### src/rtl/regfile_wb_queue.sv
// regfile_wb_queue: in-order writeback FIFO in front of the register file write port.
// Requests from WB are buffered and drained one per cycle whenever rf_grant is high.
// Writes to x0 complete the handshake but are dropped.
// Optional feature macro: REGFILE_WB_BYPASS_EN adds a youngest-match bypass lookup for
// two decode read ports. When it is undefined, the bypass outputs are tied to zero.
module regfile_wb_queue #(
  parameter int DEPTH = 4,
  parameter int AW    = 5,
  parameter int DW    = 32
) (
  input  logic                     clock,
  input  logic                     reset_n,
  input  logic                     wb_valid,
  output logic                     wb_ready,
  input  logic [AW-1:0]            wb_addr,
  input  logic [DW-1:0]            wb_data,
  input  logic                     rf_grant,
  output logic [AW-1:0]            rf_addr_rd,
  output logic [DW-1:0]            rf_data_rd,
  output logic                     rf_write_en,
  input  logic [AW-1:0]            byp_addr_rs1,
  output logic                     byp_hit_rs1,
  output logic [DW-1:0]            byp_data_rs1,
  input  logic [AW-1:0]            byp_addr_rs2,
  output logic                     byp_hit_rs2,
  output logic [DW-1:0]            byp_data_rs2,
  output logic [$clog2(DEPTH):0]   count
);

  localparam int PW = $clog2(DEPTH);
  localparam int CW = PW + 1;

  logic [AW-1:0]    entry_addr [DEPTH];
  logic [DW-1:0]    entry_data [DEPTH];
  logic [DEPTH-1:0] entry_valid;
  logic [PW-1:0]    rd_ptr;
  logic [PW-1:0]    wr_ptr;
  logic             push;
  logic             pop;

  // Readiness depends only on occupancy, so a full queue never passes a request through
  // in the same cycle that it pops.
  assign wb_ready    = (count < CW'(DEPTH));
  assign push        = wb_valid && wb_ready && (wb_addr != '0);
  assign pop         = (count != '0) && rf_grant;
  assign rf_write_en = pop;
  assign rf_addr_rd  = (count != '0) ? entry_addr[rd_ptr] : '0;
  assign rf_data_rd  = (count != '0) ? entry_data[rd_ptr] : '0;

  // Pointers, occupancy and valid bits. A reset drops everything, even mid-drain.
  always_ff @(posedge clock) begin
    if (!reset_n) begin
      rd_ptr      <= '0;
      wr_ptr      <= '0;
      count       <= '0;
      entry_valid <= '0;
    end else begin
      if (push) begin
        entry_valid[wr_ptr] <= 1'b1;
        wr_ptr              <= wr_ptr + 1'b1;
      end
      if (pop) begin
        entry_valid[rd_ptr] <= 1'b0;
        rd_ptr              <= rd_ptr + 1'b1;
      end
      case ({push, pop})
        2'b10:   count <= count + 1'b1;
        2'b01:   count <= count - 1'b1;
        default: count <= count;
      endcase
    end
  end

  // Entry payload storage. It is only read while the matching valid bit or count
  // covers it, so it needs no reset.
  always_ff @(posedge clock) begin
    if (push) begin
      entry_addr[wr_ptr] <= wb_addr;
      entry_data[wr_ptr] <= wb_data;
    end
  end

`ifdef REGFILE_WB_BYPASS_EN
  // Scan entries from oldest to youngest. A later match overwrites an earlier one,
  // so the youngest queued value wins.
  always_comb begin
    byp_hit_rs1  = 1'b0;
    byp_data_rs1 = '0;
    byp_hit_rs2  = 1'b0;
    byp_data_rs2 = '0;
    for (int i = 0; i < DEPTH; i++) begin
      if (entry_valid[rd_ptr + PW'(i)] && (byp_addr_rs1 != '0) &&
          (entry_addr[rd_ptr + PW'(i)] == byp_addr_rs1)) begin
        byp_hit_rs1  = 1'b1;
        byp_data_rs1 = entry_data[rd_ptr + PW'(i)];
      end
      if (entry_valid[rd_ptr + PW'(i)] && (byp_addr_rs2 != '0) &&
          (entry_addr[rd_ptr + PW'(i)] == byp_addr_rs2)) begin
        byp_hit_rs2  = 1'b1;
        byp_data_rs2 = entry_data[rd_ptr + PW'(i)];
      end
    end
  end
`else
  logic unused_byp;

  assign byp_hit_rs1  = 1'b0;
  assign byp_data_rs1 = '0;
  assign byp_hit_rs2  = 1'b0;
  assign byp_data_rs2 = '0;
  assign unused_byp   = ^{byp_addr_rs1, byp_addr_rs2, entry_valid};
`endif

endmodule

### config.mk
export PLATFORM = sky130hd
export DESIGN_NAME = regfile_wb_queue
export DESIGN_NICKNAME = d
export VERILOG_FILES = /design/src/rtl/regfile_wb_queue.sv
export SDC_FILE = /design/constraint.sdc
export NUM_CORES = 1
export LEC_CHECK = 0
export CORE_MARGIN = 5
export CORE_UTILIZATION = 30
export CTS_BUF_LIST = sky130_fd_sc_hd__clkbuf_2
export DETAILED_ROUTE_END_ITERATION = 10
export SLEW_MARGIN = 30
export SYNTH_ARGS = -nofsm -noshare
export SYNTH_HDL_FRONTEND = slang
export SYNTH_SLANG_ARGS = --single-unit
### constraint.sdc
create_clock -name clock -period 3.05 [get_ports clock]
set_input_delay 0.61 -clock clock [delete_from_list [all_inputs] [get_ports clock]]
set_output_delay 0.61 -clock clock [all_outputs]
set_load 0.01 [all_outputs]
==> flow_summary_export.csv, run 1 <==
group,metric,value,unit
floorplan,die_x,158.3,um
outcome,outcome,"finished, final reports clean",
power,p_seq_share,44.9,%
hold_path,hold_path_class,"reg2reg",
cts,cts_num_sinks,157,
grt,gr-total-overflow,0,
logic_synthesis,synth_mux_area_share,12.64,%
drt,ant_nets,0,
drt,first_iter_violations,119,
critical_path,crit_arrival,2.27,ns
cts,clock_latency,0.69,ns
final_layout,drive_gt1_share,27.70,%
drt,via_per_inst,4.178,
floorplan,initial_core_util,30.31,%
timing,max_freq,347.7,MHz
logic_synthesis,syn_inst,360,
logic_synthesis,synth_xor_area_share,0.2657,%
logic_synthesis,synthAdderAreaFrac,1.252,%
final_layout,num_antenna_cells,0,
cts,h-tree-depth,4,
drt,vias,3221,
drt,drc,0,
cts,root_buffer,"clkbuf_2",
critical_path,critical_path_class,"reg2out",
drt,wire_per_inst,17.02,um
grt,grt_usage,10.79,%
power,peakVddDrop,0.3073,mV
final_layout,area_delta_synth_final,22.39,%
floorplan,coreArea,21760,um^2
floorplan,fp.dieH,158.3,um
cts,cts_tree,"built",
placement,dp_slack,0.04973,ns
final_layout,finalNetCount,535,
logic_synthesis,yosysWarnings,0,
power,switchingPower,1884,uW
cts,clk_path_buf_depth,2,
timing,rsz0062_at_grt,"yes",
logic_synthesis,synth_ff_type,"edfxtp_1",
final_layout,fin_cells,771,
floorplan,rows,54,
power,power_leakage,0.002792,uW
logic_synthesis,synth_area,6594,um^2
timing,fin_skew,0.03075,ns
drt,finalWirelength,13120,um
critical_path,crit_slowest_cell,"mux4_2",
critical_path,path_max_fanout,8,
drt,drt_pre_antenna_iters,4,
floorplan,io_pins,159,
logic_synthesis,yosys.area_share.simple,5.579,%
power,finalPower,6020,uW
cts,clk_pin_slew,0.24,ns
floorplan,die-area,25040,um^2
logic_synthesis,synth_edf_count,148,
grt,grt_pass1_wl,19730,um
timing,finalSetupViolCount,0,
logic_synthesis,ys_seq_area_share,70.13,%
timing,hold_viol_final,0,
final_layout,final_cell_mix,"edfxtp_1 (148), conb_1 (66), clkdlybuf4s50_1 (45), mux4_2 (37), nor2b_1 (35)",
power,p_comb_share,35.2,%
power,power.density,745.9,nW/um^2
critical_path,cpMostUsedCell,"buf_12",
logic_synthesis,async_flop_share,0,%
cts,numCtsBuffers,17,
grt,grt_max_degree,42,
critical_path,critPathLaunchType,"flop",
power,p_clk_share,19.8,%
timing,min_period,2.876,ns
critical_path,endpoint_kind,"output pin",
critical_path,required,2.44,ns
logic_synthesis,synth_top_family_by_area,"multiplexers",
power,netSwitchingFraction,31.29,%
placement,port_buffers,82,
critical_path,cp_slowest_stage_delay,0.51,ns
placement,dp.final_hpwl,8413,um
run,drv_cap,0,
grt,antenna_found_initial,0,
logic_synthesis,ys_ff_latch,157,
logic_synthesis,syn_area_per_cell,18.32,um^2
timing,final_max_slew_viol_count,0,
cts,cts_hold_buf,0,
power,p_int,4136,uW
placement,place_congestion,0.6753,
timing,finalCritPeriodShare,94.30,%
logic_synthesis,synth.distinct_cells,29,
grt,grt_pass1_vias,3455,
critical_path,crit_chain,"buf_12, buf_12, buf_6, mux4_2, nor2b_1, buf_2",
logic_synthesis,synth_compound_area_share,0.8729,%
timing,layout_setup_ws,0.1740,ns
final_layout,final_common_cell,"edfxtp_1",
placement,dpl.cell_count,724,
## final timing paths
kind / from / end / slack (ns) / depth (start not counted)
setup reg to reg: count[0] / count[2] / 0.90 / 9
hold reg to reg: rd_ptr[0] / flop / 0.50 / 2
setup / recovery: flop / rf_data_rd[4] / 0.17 / 6
hold / removal: rd_ptr[0] / flop / 0.50 / 2
## critical path, delay by kind of cell (launching register included)
kind	cells	cell delay [ns]
buffers and inverters	4	0.49
muxes	1	0.51
and+or+nand+nor	1	0.15
DFF	1	0.44
## cell usage after synthesis, types with 3 or more instances
library cell | n | area (um^2)
nor2_1 | 4 | 15.01
buf_4 | 66 | 495.5
dfxtp_1 | 9 | 180.2
nand3_1 | 3 | 15.01
a21oi_1 | 4 | 20.02
and2_1 | 4 | 25.02
inv_1 | 8 | 30.03
edfxtp_1 | 148 | 4444
ha_1 | 5 | 62.56
clkbuf_1 | 3 | 11.26
buf_2 | 4 | 20.02
o21ai_0 | 4 | 20.02
buf_6 | 4 | 45.04
mux4_2 | 37 | 833.3
nand2_1 | 3 | 11.26
nor2b_1 | 38 | 237.7
## final cells by class
cell class              instances  area [um^2]
fillers                      2054        13690
flip-flops and latches        157         4638
multi-input cells             182         1640
repair buffers                112         1152
well taps                     280        350.3
clock inverters                15        173.9
clock buffers                  17        85.08
inverters                       8        30.03
## logic make-up (layout without fill, tap and decap cells)
logic type,after synthesis,count (layout)
XOR/XNOR,2,2
flip-flops,157,157
adder cells (fa/ha/maj),6,6
AND/OR/NAND/NOR,61,61
multiplexers,37,37
AO/OA/AOI/OAI,10,10
buffers and inverters,86,152
other,1,66
## layer usage
layer / vias up / routed length (um) / GRT usage [%]
li1: 1486 / - / -
met1: 1612 / 5292 / 12.58
met2: 115 / 6864 / 19.09
met3: 8 / 844 / 3.343
met4: 0 / 120 / 3.331
met5: - / 0 / 0
## registers in the layout, indices dropped and copies added (netlist names), named ones only
signal / cells
entry_data: 128
entry_addr: 20
count: 3
rd_ptr: 2
wr_ptr: 2
## through the flow
stage               util [%]  instance area, um^2  hold slack, ns  setup TNS [ns]
finish                 37.09                 8070          0.5043               0
global route           37.09                 8070          0.3678         -0.1672
CTS                    36.89                 8025          0.3916        -0.08932
detailed placement     35.39                 7699          0.4842               0
global placement       35.39                 7699          0.4688               0
floorplan                  -                 6838          0.4591               0
## power by group through the flow
stage | Sequential [uW] | Clock (uW) | Combinational [uW]
floorplan | 2720 | 0 | 1200
global placement | 2770 | 0 | 2070
detailed placement | 2790 | 0 | 2080
CTS | 2700 | 1260 | 2130
global route | 2730 | 1360 | 2310
finish | 2700 | 1190 | 2120
## what timing repair did
item                                    in CTS  in global routing
endpoints found under the setup margin      38                 26
gates cloned                                 1                  0
gates resized for setup                     97                 30
hold endpoints to repair                     0                  0
pin swaps                                    0                  0
buffers inserted                            13                  2
No activity file was read; power rests on OpenSTA's default activity.
==> inputs of run 2 (changes only) <==
CTS_BUF_LIST = default   (was sky130_fd_sc_hd__clkbuf_2)
CTS_CLUSTER_SIZE = 20   (was default)
==> flow_summary_export.csv, run 2 (same netlist as run 1, synthesis figures left out) <==
group,metric,value,unit
grt,grt_pass1_vias,3445,
critical_path,rrSetupSlack,0.57,ns
critical_path,crit_arrival,2.22,ns
timing,hold_viol_final,0,
critical_path,critPathLaunchType,"flop",
power,switchingPower,1930,uW
cts,cts_hold_buf,0,
final_layout,num_antenna_cells,0,
timing,rsz0062_at_grt,"no",
grt,grtUsageMet3,3.425,%
critical_path,r2r_end,"count[2]",
grt,gr-total-overflow,0,
timing,slew_headroom,66.50,%
grt,grt_pass1_wl,19590,um
drt,finalWirelength,12910,um
placement,port_buffers,82,
final_layout,area_delta_synth_final,26.41,%
final_layout,regMostFlops,"entry_data",
power,p_seq_share,39.2,%
power,power_leakage,0.002782,uW
timing,tightest_slew,0.5024,ns
critical_path,path_max_fanout,27,
timing,finalCritPeriodShare,92.74,%
run,drv_cap,0,
grt,use_met1,12.33,%
critical_path,required,2.44,ns
cts,clk_path_buf_depth,2,
final_layout,final_area,8335,um^2
cts,cts_num_sinks,157,
cts,cts_resized,0,
drt,drt_pre_antenna_iters,4,
timing,final_max_slew_viol_count,0,
placement,dp.final_hpwl,8413,um
grt,use_met2,18.69,%
cts,postCtsSetupBuffers,0,
floorplan,die-area,25040,um^2
floorplan,io_pins,159,
power,power.density,830.3,nW/um^2
drt,drc,0,
final_layout,drive_gt1_share,19.96,%
power,p_int,4990,uW
hold_path,worstHoldStart,"rd_ptr[0]",
drt,via_per_inst,4.206,
critical_path,endpoint_kind,"output pin",
power,peakVddDrop,0.3917,mV
cts,numCtsBuffers,17,
cts,clk_pin_slew,0.06,ns
hold_path,hold_path_class,"reg2reg",
floorplan,coreArea,21760,um^2
floorplan,initial_core_util,30.31,%
cts,cts_tree,"built",
drt,first_iter_violations,136,
timing,finalSetupViolCount,0,
final_layout,reg_top3,"entry_data: 128 flops, entry_addr: 20 flops, count: 3 flops",
drt,ant_nets,0,
placement,place_congestion,0.6753,
grt,grt_max_degree,42,
grt,grt_usage,10.68,%
critical_path,critical_path_class,"reg2out",
timing,fin_skew,0.006658,ns
drt,wire_per_inst,16.96,um
outcome,outcome,"finished, final reports clean",
cts,clock_latency,0.41,ns
grt,antenna_found_initial,0,
timing,max_freq,353.5,MHz
hold_path,hold_depth,2,
grt,top_usage_layer,"met2",
power,p_comb_share,30.1,%
floorplan,rows,54,
power,p_clk_share,30.7,%
critical_path,rr_worst_depth,9,
final_layout,largest_reg_flops,128,
final_layout,final_cell_mix,"edfxtp_1 (148), clkdlybuf4s50_1 (82), conb_1 (66), nor2b_1 (38), mux4_2 (37)",
cts,h-tree-depth,4,
final_layout,final_common_cell,"edfxtp_1",
final_layout,finalNetCount,525,
floorplan,die_x,158.3,um
timing,min_period,2.829,ns
placement,placed_cell_area,7699,um^2
floorplan,fp.dieH,158.3,um
timing,tns,0,ns
cts,root_buffer,"clkbuf_16",
critical_path,rr_startpoint,"count[2]",
power,netSwitchingFraction,27.89,%
drt,vias,3201,
run 2: how the worst max path moves through the flow:
stage                                 to        from  slack, ns
after floorplan                 count[2]  wb_addr[1]       0.65
after global placement          count[2]  wb_addr[1]        0.1
after detailed placement        count[2]  wb_addr[1]       0.05
after CTS                 rf_data_rd[13]        flop      0.005
after global routing         rf_write_en    count[2]       0.10
final                      rf_data_rd[4]        flop       0.22
run 2: through the flow:
stage                     cells  setup WS (ns)  hold slack, ns  power (uW)  utilization [%]
after floorplan             425         0.6474          0.4591        3918                -
after global placement      724        0.09577          0.4688        4843            35.39
after detailed placement    724        0.04973          0.4842        4872            35.39
after CTS                   756       0.004878          0.4912        7026            38.14
after global routing        761         0.1028          0.5415        7296            38.31
final                       761         0.2213          0.5010        6921            38.31
run 2: critical path: stages (launching register included):
cell and delay [ns]:
dfxtp_2 0.53, buf_12 0.26, mux4_2 0.36, nor2b_1 0.15
clkdlybuf4s50_1 0.50
run 2: cell type report:
class	instances	area (um^2)
inverters	8	30.03
well taps	280	350.3
clock buffers	17	425.4
fillers	2003	13420
multi-input cells	182	1618
repair buffers	102	1109
flip-flops and latches	157	4629
clock inverters	15	173.9
run 2: power by group through the flow:
stage               Clock (uW)  Combinational (uW)  Sequential (uW)
global route              2300                2260             2730
CTS                       2190                2090             2740
finish                    2130                2080             2710
global placement             0                2070             2770
floorplan                    0                1200             2720
detailed placement           0                2080             2790
run 2: per-layer routing:
metal	wire length (um)	vias up	share of wire, %
met5	0	-	0
met4	204	0	1.6
met3	868	13	6.7
met2	6705	117	52
met1	5133	1613	40
li1	-	1458	-
